[src/rtl/ann_load_sequencer.sv]
// Drains the shared input FIFO in load order: KD-tree nodes, then leaf patches, then query
// patches. Packs each multi-word record and writes it, or hands it to the search engine.
module ann_load_sequencer #(
  parameter int DATA_WIDTH = 11,
  parameter int PATCH_SIZE = 5,
  parameter int LEAF_SIZE  = 8,
  parameter int NUM_LEAVES = 64,
  parameter int NUM_QUERYS = 494,
  localparam int NODE_AW   = $clog2(NUM_LEAVES - 1),
  localparam int LEAF_AW   = $clog2(NUM_LEAVES),
  localparam int PATCH_AW  = $clog2(LEAF_SIZE),
  localparam int QIDX_W    = $clog2(NUM_QUERYS),
  localparam int PACK_W    = PATCH_SIZE * DATA_WIDTH
) (
  input  logic                             io_clk,
  input  logic                             io_rst_n,
  input  logic                             load_kdtree,
  input  logic [DATA_WIDTH-1:0]            in_fifo_rdata,
  input  logic                             in_fifo_rempty_n,
  output logic                             in_fifo_deq,
  output logic                             node_wen,
  output logic [NODE_AW-1:0]               node_waddr,
  output logic [2*DATA_WIDTH-1:0]          node_wdata,
  output logic                             leaf_wen,
  output logic [LEAF_AW-1:0]               leaf_waddr,
  output logic [PATCH_AW-1:0]              leaf_wpatch,
  output logic [(PATCH_SIZE+1)*DATA_WIDTH-1:0] leaf_wdata,
  output logic                             query_valid,
  input  logic                             query_ready,
  output logic [PACK_W-1:0]                query_data,
  output logic [QIDX_W-1:0]                query_idx,
  output logic                             busy,
  output logic                             load_done
);

  localparam int WCNT_W = $clog2(PATCH_SIZE + 1);

  typedef enum logic [2:0] {S_IDLE, S_NODE, S_LEAF, S_QWORD, S_QHOLD} state_e;

  state_e                          state_q, state_d;
  logic [WCNT_W-1:0]               word_cnt_q, word_cnt_d;
  logic [NODE_AW-1:0]              node_cnt_q, node_cnt_d;
  logic [LEAF_AW-1:0]              leaf_cnt_q, leaf_cnt_d;
  logic [PATCH_AW-1:0]             patch_cnt_q, patch_cnt_d;
  logic [QIDX_W-1:0]               query_idx_q, query_idx_d;
  logic [DATA_WIDTH-1:0]           index_q, index_d;
  logic [PACK_W-1:0]               pack_q, pack_d;
  logic                            node_wen_q, node_wen_d;
  logic [NODE_AW-1:0]              node_waddr_q, node_waddr_d;
  logic [2*DATA_WIDTH-1:0]         node_wdata_q, node_wdata_d;
  logic                            leaf_wen_q, leaf_wen_d;
  logic [LEAF_AW-1:0]              leaf_waddr_q, leaf_waddr_d;
  logic [PATCH_AW-1:0]             leaf_wpatch_q, leaf_wpatch_d;
  logic [(PATCH_SIZE+1)*DATA_WIDTH-1:0] leaf_wdata_q, leaf_wdata_d;
  logic                            query_valid_q, query_valid_d;
  logic                            load_done_q, load_done_d;

  // A word is consumed only in the word-collecting states; QHOLD back-pressures the FIFO.
  assign in_fifo_deq = in_fifo_rempty_n &&
                       (state_q inside {S_NODE, S_LEAF, S_QWORD});

  always_comb begin
    // NOTE: every signal gets a default first, so no path through the case can infer a latch.
    state_d       = state_q;
    word_cnt_d    = word_cnt_q;
    node_cnt_d    = node_cnt_q;
    leaf_cnt_d    = leaf_cnt_q;
    patch_cnt_d   = patch_cnt_q;
    query_idx_d   = query_idx_q;
    index_d       = index_q;
    pack_d        = pack_q;
    node_wen_d    = 1'b0;
    node_waddr_d  = node_waddr_q;
    node_wdata_d  = node_wdata_q;
    leaf_wen_d    = 1'b0;
    leaf_waddr_d  = leaf_waddr_q;
    leaf_wpatch_d = leaf_wpatch_q;
    leaf_wdata_d  = leaf_wdata_q;
    query_valid_d = query_valid_q;
    load_done_d   = 1'b0;

    case (state_q)
      S_IDLE: begin
        if (load_kdtree) begin
          state_d     = S_NODE;
          word_cnt_d  = '0;
          node_cnt_d  = '0;
          leaf_cnt_d  = '0;
          patch_cnt_d = '0;
          query_idx_d = '0;
        end
      end

      S_NODE: begin
        if (in_fifo_deq) begin
          if (!word_cnt_q[0]) begin
            index_d    = in_fifo_rdata;
            word_cnt_d = WCNT_W'(1);
          end else begin
            word_cnt_d   = '0;
            node_wen_d   = 1'b1;
            node_waddr_d = node_cnt_q;
            node_wdata_d = {index_q, in_fifo_rdata};
            node_cnt_d   = node_cnt_q + 1'b1;
            if (node_cnt_q == NODE_AW'(NUM_LEAVES - 2)) begin
              state_d    = S_LEAF;
              node_cnt_d = '0;
            end
          end
        end
      end

      S_LEAF: begin
        if (in_fifo_deq) begin
          if (word_cnt_q == WCNT_W'(PATCH_SIZE)) begin
            // Trailing word is the original patch index; the packer already holds w4..w0.
            word_cnt_d    = '0;
            leaf_wen_d    = 1'b1;
            leaf_waddr_d  = leaf_cnt_q;
            leaf_wpatch_d = patch_cnt_q;
            leaf_wdata_d  = {in_fifo_rdata, pack_q};
            patch_cnt_d   = patch_cnt_q + 1'b1;
            if (patch_cnt_q == PATCH_AW'(LEAF_SIZE - 1)) begin
              patch_cnt_d = '0;
              leaf_cnt_d  = leaf_cnt_q + 1'b1;
              if (leaf_cnt_q == LEAF_AW'(NUM_LEAVES - 1)) begin
                state_d    = S_QWORD;
                leaf_cnt_d = '0;
              end
            end
          end else begin
            pack_d     = {in_fifo_rdata, pack_q[PACK_W-1:DATA_WIDTH]};
            word_cnt_d = word_cnt_q + 1'b1;
          end
        end
      end

      S_QWORD: begin
        if (in_fifo_deq) begin
          pack_d = {in_fifo_rdata, pack_q[PACK_W-1:DATA_WIDTH]};
          if (word_cnt_q == WCNT_W'(PATCH_SIZE - 1)) begin
            word_cnt_d    = '0;
            state_d       = S_QHOLD;
            query_valid_d = 1'b1;
          end else begin
            word_cnt_d = word_cnt_q + 1'b1;
          end
        end
      end

      S_QHOLD: begin
        if (query_ready) begin
          query_valid_d = 1'b0;
          query_idx_d   = query_idx_q + 1'b1;
          if (query_idx_q == QIDX_W'(NUM_QUERYS - 1)) begin
            state_d     = S_IDLE;
            load_done_d = 1'b1;
          end else begin
            state_d = S_QWORD;
          end
        end
      end

      default: state_d = S_IDLE;
    endcase
  end

  // NOTE: the packer is ordinary flops, not RAM, so it is reset with everything else.
  always_ff @(posedge io_clk or negedge io_rst_n) begin
    if (!io_rst_n) begin
      state_q       <= S_IDLE;
      word_cnt_q    <= '0;
      node_cnt_q    <= '0;
      leaf_cnt_q    <= '0;
      patch_cnt_q   <= '0;
      query_idx_q   <= '0;
      index_q       <= '0;
      pack_q        <= '0;
      node_wen_q    <= 1'b0;
      node_waddr_q  <= '0;
      node_wdata_q  <= '0;
      leaf_wen_q    <= 1'b0;
      leaf_waddr_q  <= '0;
      leaf_wpatch_q <= '0;
      leaf_wdata_q  <= '0;
      query_valid_q <= 1'b0;
      load_done_q   <= 1'b0;
    end else begin
      // NOTE: non-blocking assignments so every flop samples pre-edge values.
      state_q       <= state_d;
      word_cnt_q    <= word_cnt_d;
      node_cnt_q    <= node_cnt_d;
      leaf_cnt_q    <= leaf_cnt_d;
      patch_cnt_q   <= patch_cnt_d;
      query_idx_q   <= query_idx_d;
      index_q       <= index_d;
      pack_q        <= pack_d;
      node_wen_q    <= node_wen_d;
      node_waddr_q  <= node_waddr_d;
      node_wdata_q  <= node_wdata_d;
      leaf_wen_q    <= leaf_wen_d;
      leaf_waddr_q  <= leaf_waddr_d;
      leaf_wpatch_q <= leaf_wpatch_d;
      leaf_wdata_q  <= leaf_wdata_d;
      query_valid_q <= query_valid_d;
      load_done_q   <= load_done_d;
    end
  end

  assign node_wen    = node_wen_q;
  assign node_waddr  = node_waddr_q;
  assign node_wdata  = node_wdata_q;
  assign leaf_wen    = leaf_wen_q;
  assign leaf_waddr  = leaf_waddr_q;
  assign leaf_wpatch = leaf_wpatch_q;
  assign leaf_wdata  = leaf_wdata_q;
  assign query_valid = query_valid_q;
  assign query_data  = pack_q;
  assign query_idx   = query_idx_q;
  assign busy        = (state_q != S_IDLE);
  assign load_done   = load_done_q;

endmodule

[config.mk]
export PLATFORM = sky130hd
export DESIGN_NAME = ann_load_sequencer
export DESIGN_NICKNAME = d
export VERILOG_FILES = /design/src/rtl/ann_load_sequencer.sv
export SDC_FILE = /design/constraint.sdc
export NUM_CORES = 1
export LEC_CHECK = 0
export BUFFER_PORTS_ARGS = -buffer_cell sky130_fd_sc_hd__buf_2
export CAP_MARGIN = 30
export CORE_UTILIZATION = 49
export CTS_BUF_LIST = sky130_fd_sc_hd__clkbuf_16
export DETAILED_ROUTE_END_ITERATION = 8
export GPL_TIMING_DRIVEN = 1
export PLACE_DENSITY = 0.76
export SKIP_LAST_GASP = 1
export SLEW_MARGIN = 40
export SYNTH_ARGS = -nofsm -noshare
export SYNTH_HDL_FRONTEND = slang
export SYNTH_SLANG_ARGS = --single-unit
[constraint.sdc]
create_clock -name io_clk -period 1.8 [get_ports io_clk]
set_input_delay 0.36 -clock io_clk [delete_from_list [all_inputs] [get_ports io_clk]]
set_output_delay 0.36 -clock io_clk [all_outputs]
set_load 0.01 [all_outputs]
* Word level (Yosys, flattened, before mapping)
Cells that the tools add are included.
Cells by class: $add $sub $neg 5, equal/unequal tests 22, multiplexer cells 55, bitwise logic cells 1, reductions and logical operators 21
Operators with widths (count):
- two-way mux 55 bit | 3
- case mux 55 bit (2 select lines) | 1
- two-way mux 3 bit | 20
- two-way mux 6 bit | 8
- case mux 6 bit (2 select lines) | 2
- two-way mux 9 bit | 2
- case mux 9 bit (2 select lines) | 1
- AND reduction 4 bit | 4
- case mux 3 bit (5 select lines) | 1
- inequality test 2 bit (second input constant) | 7
- two-way mux 1 bit | 13
- adder 6 x 1 -> 6 bit (second input constant) | 2
- == test 3 bit (second input constant) | 4
- == test 6 bit (second input constant) | 2
- case mux 3 bit (4 select lines) | 1
- AND reduction 3 bit | 4
- AND reduction 11 bit | 1
- inequality test 2 x 1 -> 1 bit (second input constant) | 5
- AND reduction 5 bit | 2
- nonzero test 2 bit | 5
- adder 9 x 1 -> 9 bit (second input constant) | 1
- == test 9 bit (second input constant) | 1
- adder 3 x 1 -> 3 bit (second input constant) | 2
- == test 3 x 2 -> 1 bit (second input constant) | 2
- other kinds (9) | 10
Storage, ports and cells: register bits 203, bits of input ports 16, output and inout port bits 173, word-level logic and storage cells 121

* Depth between registers and ports, before layout
Gate-level depths: netlist of the first run.
word-level depth 6, gate-level depth with buffers 9, mapped depth without buffers 7

* Worst setup path after synthesis of the first run
No wires, ideal clock.
path kind reg2reg, from register word_cnt_q[0], to register state_q[0], library setup time 0.127 ns, arrival time 1.784 ns, data required time 1.673 ns, setup slack -0.112 ns, stages on the path, launching flop included 8, buffers on the path 0, period minus slack after synthesis 1.912 ns, cell sequence dfrtp_1 > inv_1 > ha_1 > mux2_1 > a21boi_1 > a2111oi_4 > nand3b_1 > mux2_1
On the way: word-level cells in the longest chain between the ends 3, elaborated cells on any way between the ends 6, classes of those cells eq/ne (5); reduce/logical (1)
RTL lines:
- from (decl) | RTL line 41 | logic [WCNT_W-1:0] word_cnt_q, word_cnt_d;
- from (signal assigned) | RTL line 191 | word_cnt_q <= word_cnt_d;
- == test 3 bit, on equally long branches | RTL line 141, 115
- inequality test 2 x 1 -> 1 bit (no line)
- AND reduction 11 bit (no line) *
- to (signal assigned) | RTL line 190 | state_q <= state_d;
- to (decl) | RTL line 40 | state_e state_q, state_d;
Every way passes the cells marked *; elsewhere a longest branch is shown, timed or not. A chain may end at the register's enable or synchronous reset.

* Worst setup path after layout of the first run
from register state_q[2], to output busy
On the way: word-level cells in the longest chain between the ends 1
RTL lines:
- nonzero test 3 bit | RTL line 220 | assign busy = (state_q != S_IDLE);
- to (decl) | RTL line 32 | output logic busy,
No other way between the ends.

==> flow_metrics.tcl, run 1 <==
set metrics [dict create \
    status "finished, violations left" \
    failed_checks "negative setup slack" \
    grt_pass1_vias 6001 \
    route.vias.total 6156 \
    tritoncts.num_buffers 22 \
    r2r_slack_ps -50 \
    min_from "in_fifo_rdata[5]" \
    r2r_end "state_q[0]" \
    clkSinkCount 203 \
    final_cell_mix "nand2_1 (239), dfrtp_1 (202), buf_2 (187), mux2_1 (56), mux2_2 (37)" \
    synth_top_area_share_pct 61.7 \
    port_buffers 188 \
    hold_class "primary input to flop" \
    synth_xor_area_share_pct 1.38 \
    fin_tns_setup_ps -207 \
    synthMuxAreaShare_pct 13.2 \
    nNetsFinal 980 \
    post-route-drc-count 0 \
    path_cells "buf_6 > or3_1 > buf_2" \
    yosys.area_share.simple_pct 16.0 \
    holdPathEnd "leaf_wdata[60]" \
    hold_depth 3 \
    synth.avg_cell_area_um2 11.5 \
    synth_area_leaders "dfrtp_1 (62%), nand2_1 (11%), mux2_1 (7.9%)" \
    worst_slack_ps -114 \
    dieArea_mm2 0.0173 \
    synth_top_family_by_area "simple AND/OR/NAND/NOR gates" \
    antenna_found_initial 0 \
    tightest_slew_ps 413 \
    grt_max_degree 66 \
    swShare_pct 35.1 \
    gp_congestion 0.831 \
    viasPerCell 5.19 \
    slowest_stage "dfrtp_1" \
    route.met2.wl_mm 9.50 \
    cap_viol_max_count 0 \
    criticalPathCategory "flop to primary output" \
    worstPathMaxFanout 3 \
    hpwlAfterDp_mm 13.2 \
    post-route-cell-area_mm2 0.0107 \
    clk_path_buf_depth 3 \
    start_util_pct 49.8 \
    die_x_um 132 \
    hold_viol 0 \
    routedWlPerCell_um 16.7 \
    htree_levels 1 \
    die_h_um 132 \
    io-pin-count 189 \
    cp_top_family "flip-flops" \
    peakVddDrop_mv 0.970 \
    setup_viol 3 \
    crit_required_ps 1440 \
    syn_to_final_growth_pct 29.9 \
    synthAdderAreaFrac_pct 1.52 \
    core_area_mm2 0.0165 \
    crit_buf_inv 2 \
    track_usage_pct 22.6 \
    syn-num-nets 743 \
    routed_wl_mm 19.8 \
    ys_async_sr_fraction_pct 100 \
    min_period_ps 1910 \
    relSlewSlack_pct 72.4 \
    grt_pass1_wl_mm 31.4 \
    post-place-ws_ps 24.6 \
    gr-total-overflow 0 \
    critical_path_arrival_ps 1550 \
    final-seq-area_mm2 0.00508 \
    fillers 1297 \
    detail-route-antenna-nets 0 \
    final.period_utilization_pct 106 \
    routed-wl-met3_mm 1.04 \
    synth_area_mm2 0.00824 \
    r2r_cells 5 \
    p_sw_w 0.00637 \
    path_clk_slew_ps 60 \
    clock_insertion_delay_worst_skew_ps 500 \
    drt_pass1_iterations 4 \
    critPathLaunchType "flop" \
    worst_setup_path_end_kind "primary output" \
    dr.max_layer_used "met4" \
    synth_edf_count 0 \
    fin_worst_skew_ps 11.4 \
    dp.cells 1135 \
    instances_no_fill 1186 \
    p_per_area_mw_per_mm2 1700 \
    crit_cells 3 \
    fin_util_pct 64.7 \
    seq_power_share_pct 42.8 \
    drt_iter0_drc 287 \
    synth.distinct_cells 49 \
    r2r-start "state_q[0]" \
    cpPeakStageDelay_ps 420 \
    pwr-share-comb_pct 34.7 \
    yosysWarnings 0 \
    synth_top_flop_cell "dfrtp_1" \
    drive_above_1_share_pct 34.6 \
    postSynthCellCount 717 \
    ys_seq_elements 203 \
    root_buffer "clkbuf_16" \
    yosysTopAreaCell "dfrtp_1" \
    rsz0062_at_grt "true" \
    pwr-share-clk_pct 22.5 \
    drt-met1-wl_mm 8.80 \
    cts_tree "done" \
    cellLeakagePower_nw 5.68 \
    synth-compound-area-share_pct 3.75 \
    antenna-diode-count 0 \
    placed_area_mm2 0.00975 \
    ys_seq_area_share_pct 61.7 \
    max_clock_freq_ghz 0.523 \
    num_rows 47 \
    maxSlewViolCount 0 \
    multiInputGateArea_mm2 0.00307 \
    p_int_w 0.0118 \
    final_common_cell "nand2_1" \
]
## stage by stage
step,hold WS [ps],total power [W]
final,113,0.0181
after global routing,93.2,0.0192
after CTS,91.4,0.0178
after detailed placement,291,0.0136
after global placement,292,0.0133
after floorplan,64.4,0.0106
## power by group through the flow
stage | Sequential (W) | Combinational [W] | Clock, W
floorplan | 0.00813 | 0.00250 | 0
global placement | 0.00773 | 0.00561 | 0
detailed placement | 0.00781 | 0.00579 | 0
CTS | 0.00772 | 0.00593 | 0.00417
global route | 0.00798 | 0.00687 | 0.00438
finish | 0.00775 | 0.00630 | 0.00408
## cell type report
| type | count | area share, % |
|---|---|---|
| Sequential cell | 203 | 47.5 |
| Clock buffer | 22 | 5.15 |
| Tap cell | 220 | 2.57 |
| Multi-Input combinational cell | 471 | 28.7 |
| Inverter | 12 | 0.445 |
| Timing Repair Buffer | 244 | 14.7 |
| Clock inverter | 14 | 0.866 |
## cell families after synthesis
group | count (synthesis)
AND/OR/NAND/NOR | 312
XOR/XNOR | 13
AO/OA/AOI/OAI | 39
flip-flops | 203
adder cells (fa/ha/maj) | 10
buffers and inverters | 43
multiplexers | 97
## sequential cells by signal, indices dropped and copies added, names as in the netlist
| signal | count |
|---|---|
| leaf_wdata | 66 |
| query_data | 55 |
| node_wdata | 22 |
| index_q | 11 |
| query_idx | 9 |
| leaf_cnt_q | 6 |
| leaf_waddr | 6 |
| node_cnt_q | 6 |
| node_waddr | 6 |
| leaf_wpatch | 3 |
| patch_cnt_q | 3 |
| state_q | 3 |
| word_cnt_q | 3 |
| leaf_wen | 1 |
| load_done | 1 |
| node_wen | 1 |
| query_valid | 1 |
## metal layers
metal / up-vias / global-route usage, %
li1: 2862 / -
met1: 3038 / 31.4
met2: 218 / 36.3
met3: 38 / 4.01
met4: 0 / 6.59
met5: - / 0
## synthesized netlist by cell type (3+ instances only)
library cell / number
buf_2: 17
nand2_1: 241
clkbuf_1: 7
nand4_1: 5
nand2b_1: 7
o22ai_1: 3
dfrtp_1: 203
nor2_1: 22
mux2_2: 37
and2_1: 3
and3_1: 4
buf_1: 5
o31ai_1: 3
nand3_1: 10
nor2b_1: 3
a22o_1: 6
o21ai_1: 8
inv_1: 10
xor2_1: 11
mux2_1: 58
o21ai_0: 6
ha_1: 10
## worst max path at each step
stage / start / to / slack, ps
2_1_floorplan: word_cnt_q[0] / state_q[0] / 30
3_3_place_gp: word_cnt_q[1] / query_data[2] / 70
3_5_place_dp: word_cnt_q[1] / query_data[0] / 20
4_1_cts: state_q[0] / busy / -120
5_1_grt: state_q[0] / busy / -150
6_report: state_q[2] / busy / -110
## worst register-to-register path, cell delays in order, from the launching register on
cell,delay [ps]
dfrtp_1,410
buf_4,160
o311a_4,380
a2111oi_4,340
nand3b_1,130
mux2_1,320
## what timing repair did
item,in CTS,in global routing
buffers inserted,6,5
resized for setup,3,26
pin swaps,1,5
hold buffers,1,0
endpoints found under the hold margin,29,0
setup endpoints to repair,2,130
cloned,0,4
No activity file was read; power rests on OpenSTA's default activity.
==> run 2, diff against run 1 <==
ABC_AREA = 1   (was default)
==> flow_metrics.tcl, run 2 <==
set metrics [dict create \
    status "finished clean" \
    antenna_found_initial 0 \
    die_x_um 131 \
    port_buffers 188 \
    path_clk_slew_ps 60 \
    root_buffer "clkbuf_16" \
    drt_pass1_iterations 5 \
    worst_setup_path_end_kind "primary output" \
    ys_top_cells_by_count "nand2_1 (288), dfrtp_1 (203), o21ai_0 (147)" \
    final.period_utilization_pct 96.6 \
    r2r-start "word_cnt_q[0]" \
    hold_viol 0 \
    drt_iter0_drc 449 \
    clock_insertion_delay_worst_skew_ps 480 \
    cts_tree "done" \
    synth_edf_count 0 \
    htree_levels 1 \
    max_clock_freq_ghz 0.575 \
    cellLeakagePower_nw 5.55 \
    gr-total-overflow 0 \
    synth_area_mm2 0.00820 \
    min_from "in_fifo_rdata[5]" \
    core_area_mm2 0.0161 \
    num_rows 46 \
    ys_seq_area_share_pct 61.9 \
    routedWlPerCell_um 14.3 \
    holdPathEnd "node_wdata[5]" \
    post-place-ws_ps 73.0 \
    hpwlAfterDp_mm 13.9 \
    fin_worst_skew_ps 9.72 \
    worst_slack_ps 60.9 \
    hold_class "primary input to flop" \
    largest_reg_flops 66 \
    clk_path_buf_depth 3 \
    fin_tns_setup_ps 0 \
    criticalPathCategory "flop to primary output" \
    io-pin-count 189 \
    relSlewSlack_pct 53.5 \
    crit_required_ps 1440 \
    syn_to_final_growth_pct 24.9 \
    hold_depth 3 \
    synth.distinct_cells 27 \
    min_period_ps 1740 \
    r2r_end "query_data[33]" \
    start_util_pct 50.9 \
    worstPathMaxFanout 6 \
    track_usage_pct 22.7 \
    drive_above_1_share_pct 23.4 \
    grt_max_degree 64 \
    dieArea_mm2 0.0173 \
    yosysWarnings 0 \
    synth_top_area_share_pct 61.9 \
    postSynthCellCount 904 \
    synth.most_common_cell "nand2_1" \
    grt_pass1_vias 6227 \
    maxSlewViolCount 0 \
    setup_viol 0 \
    peakVddDrop_mv 0.920 \
    grt_pass1_wl_mm 32.0 \
    clkSinkCount 203 \
    final_common_cell "nand2_1" \
    antenna-diode-count 0 \
    tightest_slew_ps 696 \
    post-route-drc-count 0 \
    detail-route-antenna-nets 0 \
    synth_top_flop_cell "dfrtp_1" \
    viasPerCell 4.92 \
    cap_viol_max_count 0 \
    yosysTopAreaCell "dfrtp_1" \
    critical_path_arrival_ps 1380 \
    gp_congestion 0.911 \
    rsz0062_at_grt "true" \
    p_per_area_mw_per_mm2 1450 \
    route.vias.total 6582 \
    r2r_slack_ps 140 \
    ys_seq_elements 203 \
    synth_area_leaders "dfrtp_1 (62%), nand2_1 (13%), o21ai_0 (9.0%)" \
    routed_wl_mm 19.1 \
    nNetsFinal 1133 \
    die_h_um 131 \
    r2r_cells 8 \
    syn-num-nets 930 \
    tritoncts.num_buffers 22 \
    critPathLaunchType "flop" \
    final_cell_mix "nand2_1 (286), dfrtp_1 (200), buf_2 (187), o21ai_0 (147), inv_1 (104)" \
    ys_async_sr_fraction_pct 100 \
    synth.avg_cell_area_um2 9.07 \
]
==> run 2: logic make-up (layout without fill, tap and decap cells) <==
kind of cell / Yosys count / after routing / synth area share [%]
adders and majority gates: 10 / 10 / 1.53
DFF: 203 / 203 / 61.9
and+or+nand+nor: 365 / 365 / 18.2
buffers and inverters: 141 / 358 / 6.83
xor gates and xnor gates: 3 / 3 / 0.320
AOI/OAI and AO/OA: 182 / 182 / 11.2
==> run 2: area by class of cell <==
cell class                 count  area (µm²)
multi-input combinational    560        2600
sequential                   203        5080
tap                          216         270
clock inverter                15        92.6
fill                        1339        5870
clock buffer                  23         576
timing repair buffer         217        1230
inverter                     103         392
==> run 2: through the flow <==
stage	total power (W)	hold WS [ps]	cells	util (%)	cell area [µm²]
after floorplan	0.00888	64.4	904	-	8200
after global placement	0.0106	301	1296	59.1	9520
after detailed placement	0.0108	301	1296	59.1	9520
after CTS	0.0150	169	1337	63.5	10200
after global routing	0.0160	198	1337	63.6	10200
final	0.0149	186	1337	63.6	10200
==> run 2: what timing repair did <==
item | in CTS | in global routing
setup endpoints to repair | 2 | 14
hold buffers | 1 | 0
pin swaps | 1 | 0
buffers inserted | 2 | 0
gates resized for setup | 6 | 5
endpoints found under the hold margin | 30 | 0
==> run 2: layer usage <==
layer	GRT usage (%)	part of all wire, %	vias to the layer above
li1	-	-	3286
met2	36.0	47	181
met4	5.68	2.0	0
met5	0	0	-
met3	5.59	6.7	30
met1	31.5	45	3085
==> run 2: critical path, stage by stage (launching register included) <==
cell and delay (ps):
dfrtp_2 470, nor2_4 190, nand2_1 90, buf_2 150
==> run 2: report_power, final <==
group	switching [W]	total [W]	internal, W
Clock	0.00170	0.00414	0.00244
Sequential	0.000793	0.00637	0.00558
Combinational	0.00279	0.00440	0.00161
==> run 2: worst max path at each step <==
stage | start | to | slack, ps
6_report | state_q[1] | busy | 60
5_1_grt | node_cnt_q[0] | state_q[1] | -30
4_1_cts | state_q[2] | in_fifo_deq | 30
3_5_place_dp | state_q[2] | leaf_wdata[5] | 70
3_3_place_gp | state_q[2] | leaf_cnt_q[3] | 160
2_1_floorplan | state_q[1] | index_q[1] | 230
==> run 3, diff against run 2 <==
--- a/config.mk
+++ b/config.mk
@@ -12,4 +12,5 @@
 export CTS_BUF_LIST = sky130_fd_sc_hd__clkbuf_16
 export DETAILED_ROUTE_END_ITERATION = 8
+export GPL_ROUTABILITY_DRIVEN = 0
 export GPL_TIMING_DRIVEN = 1
 export PLACE_DENSITY = 0.76
==> constraint.sdc (replaced) <==
create_clock -name io_clk -period 1.8 [get_ports io_clk]
set_input_delay 0.36 -clock io_clk [delete_from_list [all_inputs] [get_ports io_clk]]
set_output_delay 0.36 -clock io_clk [all_outputs]
set_load 0.02 [all_outputs]
==> flow_metrics.tcl, run 3 (synthesis gave the netlist of run 2 again) <==
set metrics [dict create \
    routedWlPerCell_um 14.5 \
    antenna-diode-count 0 \
    port_buffers 188 \
    min_period_ps 1790 \
    relSlewSlack_pct 70.1 \
    criticalPathCategory "flop to primary output" \
    met2_usage_pct 37.2 \
    status "finished clean" \
    grt_pass1_vias 6332 \
    nNetsFinal 1138 \
    clk_path_buf_depth 3 \
    largest_reg_flops 66 \
    hpwlAfterDp_mm 13.9 \
    dieArea_mm2 0.0173 \
    drt_pass1_iterations 5 \
    core_area_mm2 0.0161 \
    track_usage_pct 23.4 \
    fin_tns_setup_ps 0 \
    setup_viol 0 \
    gr-usage-met3_pct 5.21 \
    cap_viol_max_count 0 \
    clock_insertion_delay_worst_skew_ps 480 \
    num_rows 46 \
    rsz0062_at_grt "true" \
    hold_class "primary input to flop" \
    post-route-drc-count 0 \
    crit_required_ps 1440 \
    fillers 1377 \
    final_cell_mix "nand2_1 (287), dfrtp_1 (200), buf_2 (186), o21ai_0 (146), inv_1 (98)" \
    final.period_utilization_pct 99.2 \
    die_h_um 131 \
    drive_above_1_share_pct 24.2 \
    io-pin-count 189 \
    top_usage_layer "met2" \
    hold_viol 0 \
    viasPerCell 4.86 \
    worst_setup_path_end_kind "primary output" \
    maxSlewViolCount 0 \
    grt_pass1_wl_mm 32.7 \
    post-place-ws_ps 55.9 \
    p_per_area_mw_per_mm2 1520 \
    tightest_slew_ps 448 \
    htree_levels 1 \
    worstPathMaxFanout 7 \
    route.vias.total 6522 \
    path_clk_slew_ps 60 \
    critical_path_arrival_ps 1430 \
    cellLeakagePower_nw 5.58 \
    slowest_stage "dfrtp_2" \
    placed_area_mm2 0.00958 \
    cts_tree "done" \
    grt_use_met1_pct 32.2 \
    die_x_um 131 \
    final_common_cell "nand2_1" \
    peakVddDrop_mv 1.04 \
    drt_iter0_drc 374 \
    root_buffer "clkbuf_16" \
    start_util_pct 50.9 \
    clkSinkCount 203 \
    antenna_found_initial 0 \
    syn_to_final_growth_pct 25.8 \
    fin_worst_skew_ps 9.90 \
    worst_slack_ps 13.8 \
    detail-route-antenna-nets 0 \
    post-route-cell-area_mm2 0.0103 \
    cpPeakStageDelay_ps 460 \
    routed_wl_mm 19.5 \
    gr-total-overflow 0 \
    path_cells "buf_4 > nor3_4 > buf_6" \
    grt_max_degree 51 \
    max_clock_freq_ghz 0.560 \
    critPathLaunchType "flop" \
    tritoncts.num_buffers 21 \
]
-- run 3: changes by cell type in the layout (fill, tap and decap cells not counted), moves of 2 or more --
cell / previous run / this run
clkinv_2: 1 / 7
clkbuf_16: 23 / 21
buf_12: 5 / 8
clkinvlp_4: 1 / 3
inv_1: 104 / 98
buf_4: 23 / 25
inv_2: 4 / 2
-- run 3: power by group --
| part | internal [W] | total (W) | switching [W] |
|---|---|---|---|
| sequential | 0.00558 | 0.00634 | 0.000766 |
| combinational | 0.00175 | 0.00525 | 0.00350 |
| clock | 0.00240 | 0.00411 | 0.00171 |
-- run 3: path summary, 6_finish.rpt --
path,from,endpoint,slack (ps),depth (start not counted)
worst max-delay path,state_q[2],in_fifo_deq,10,3
worst min-delay path,in_fifo_rdata[5],node_wdata[5],180,3
worst max register to register,word_cnt_q[1],leaf_cnt_q[2],100,10
worst min register to register,index_q[5],node_wdata[16],470,2
max in group asynchronous,io_rst_n,index_q[8],840,3
min in group asynchronous,io_rst_n,query_idx[5],380,2
-- run 3: cell type report --
class	count	area, µm²	area share [%]
Timing Repair Buffer	223	1330	12.8
Clock buffer	21	526	5.09
Multi-Input combinational cell	560	2600	25.2
Sequential cell	203	5080	49.3
Tap cell	216	270	2.62
Clock inverter	15	118	1.14
Inverter	103	400	3.88
-- run 3: per-stage QoR --
step / utilization [%] / total power (W) / std cells / hold slack (ps)
after floorplan: - / 0.00949 / 904 / 64.4
after global placement: 59.4 / 0.0113 / 1298 / 351
after detailed placement: 59.4 / 0.0115 / 1298 / 352
after CTS: 63.7 / 0.0157 / 1337 / 168
after global routing: 64.0 / 0.0168 / 1341 / 190
final: 64.0 / 0.0157 / 1341 / 180
-- run 3: layer usage --
| layer | vias up | wire length, µm |
|---|---|---|
| li1 | 3285 | - |
| met1 | 3012 | 8720 |
| met2 | 190 | 9060 |
| met3 | 35 | 1240 |
| met4 | 0 | 435 |
| met5 | - | 0 |
-- run 3: repair_timing --
item | in CTS | in global routing
hold buffers | 1 | 0
gates cloned | 0 | 1
resized for setup | 7 | 8
pin swaps | 1 | 2
setup buffers | 2 | 3
endpoints found under the setup margin | 2 | 90
hold endpoints to repair | 41 | 0
-- run 3: critical path, delay by kind of cell, from the launching register on --
kind          cells  cell delay, ps
flops             1             460
buf+inv           2             320
simple gates      1             160
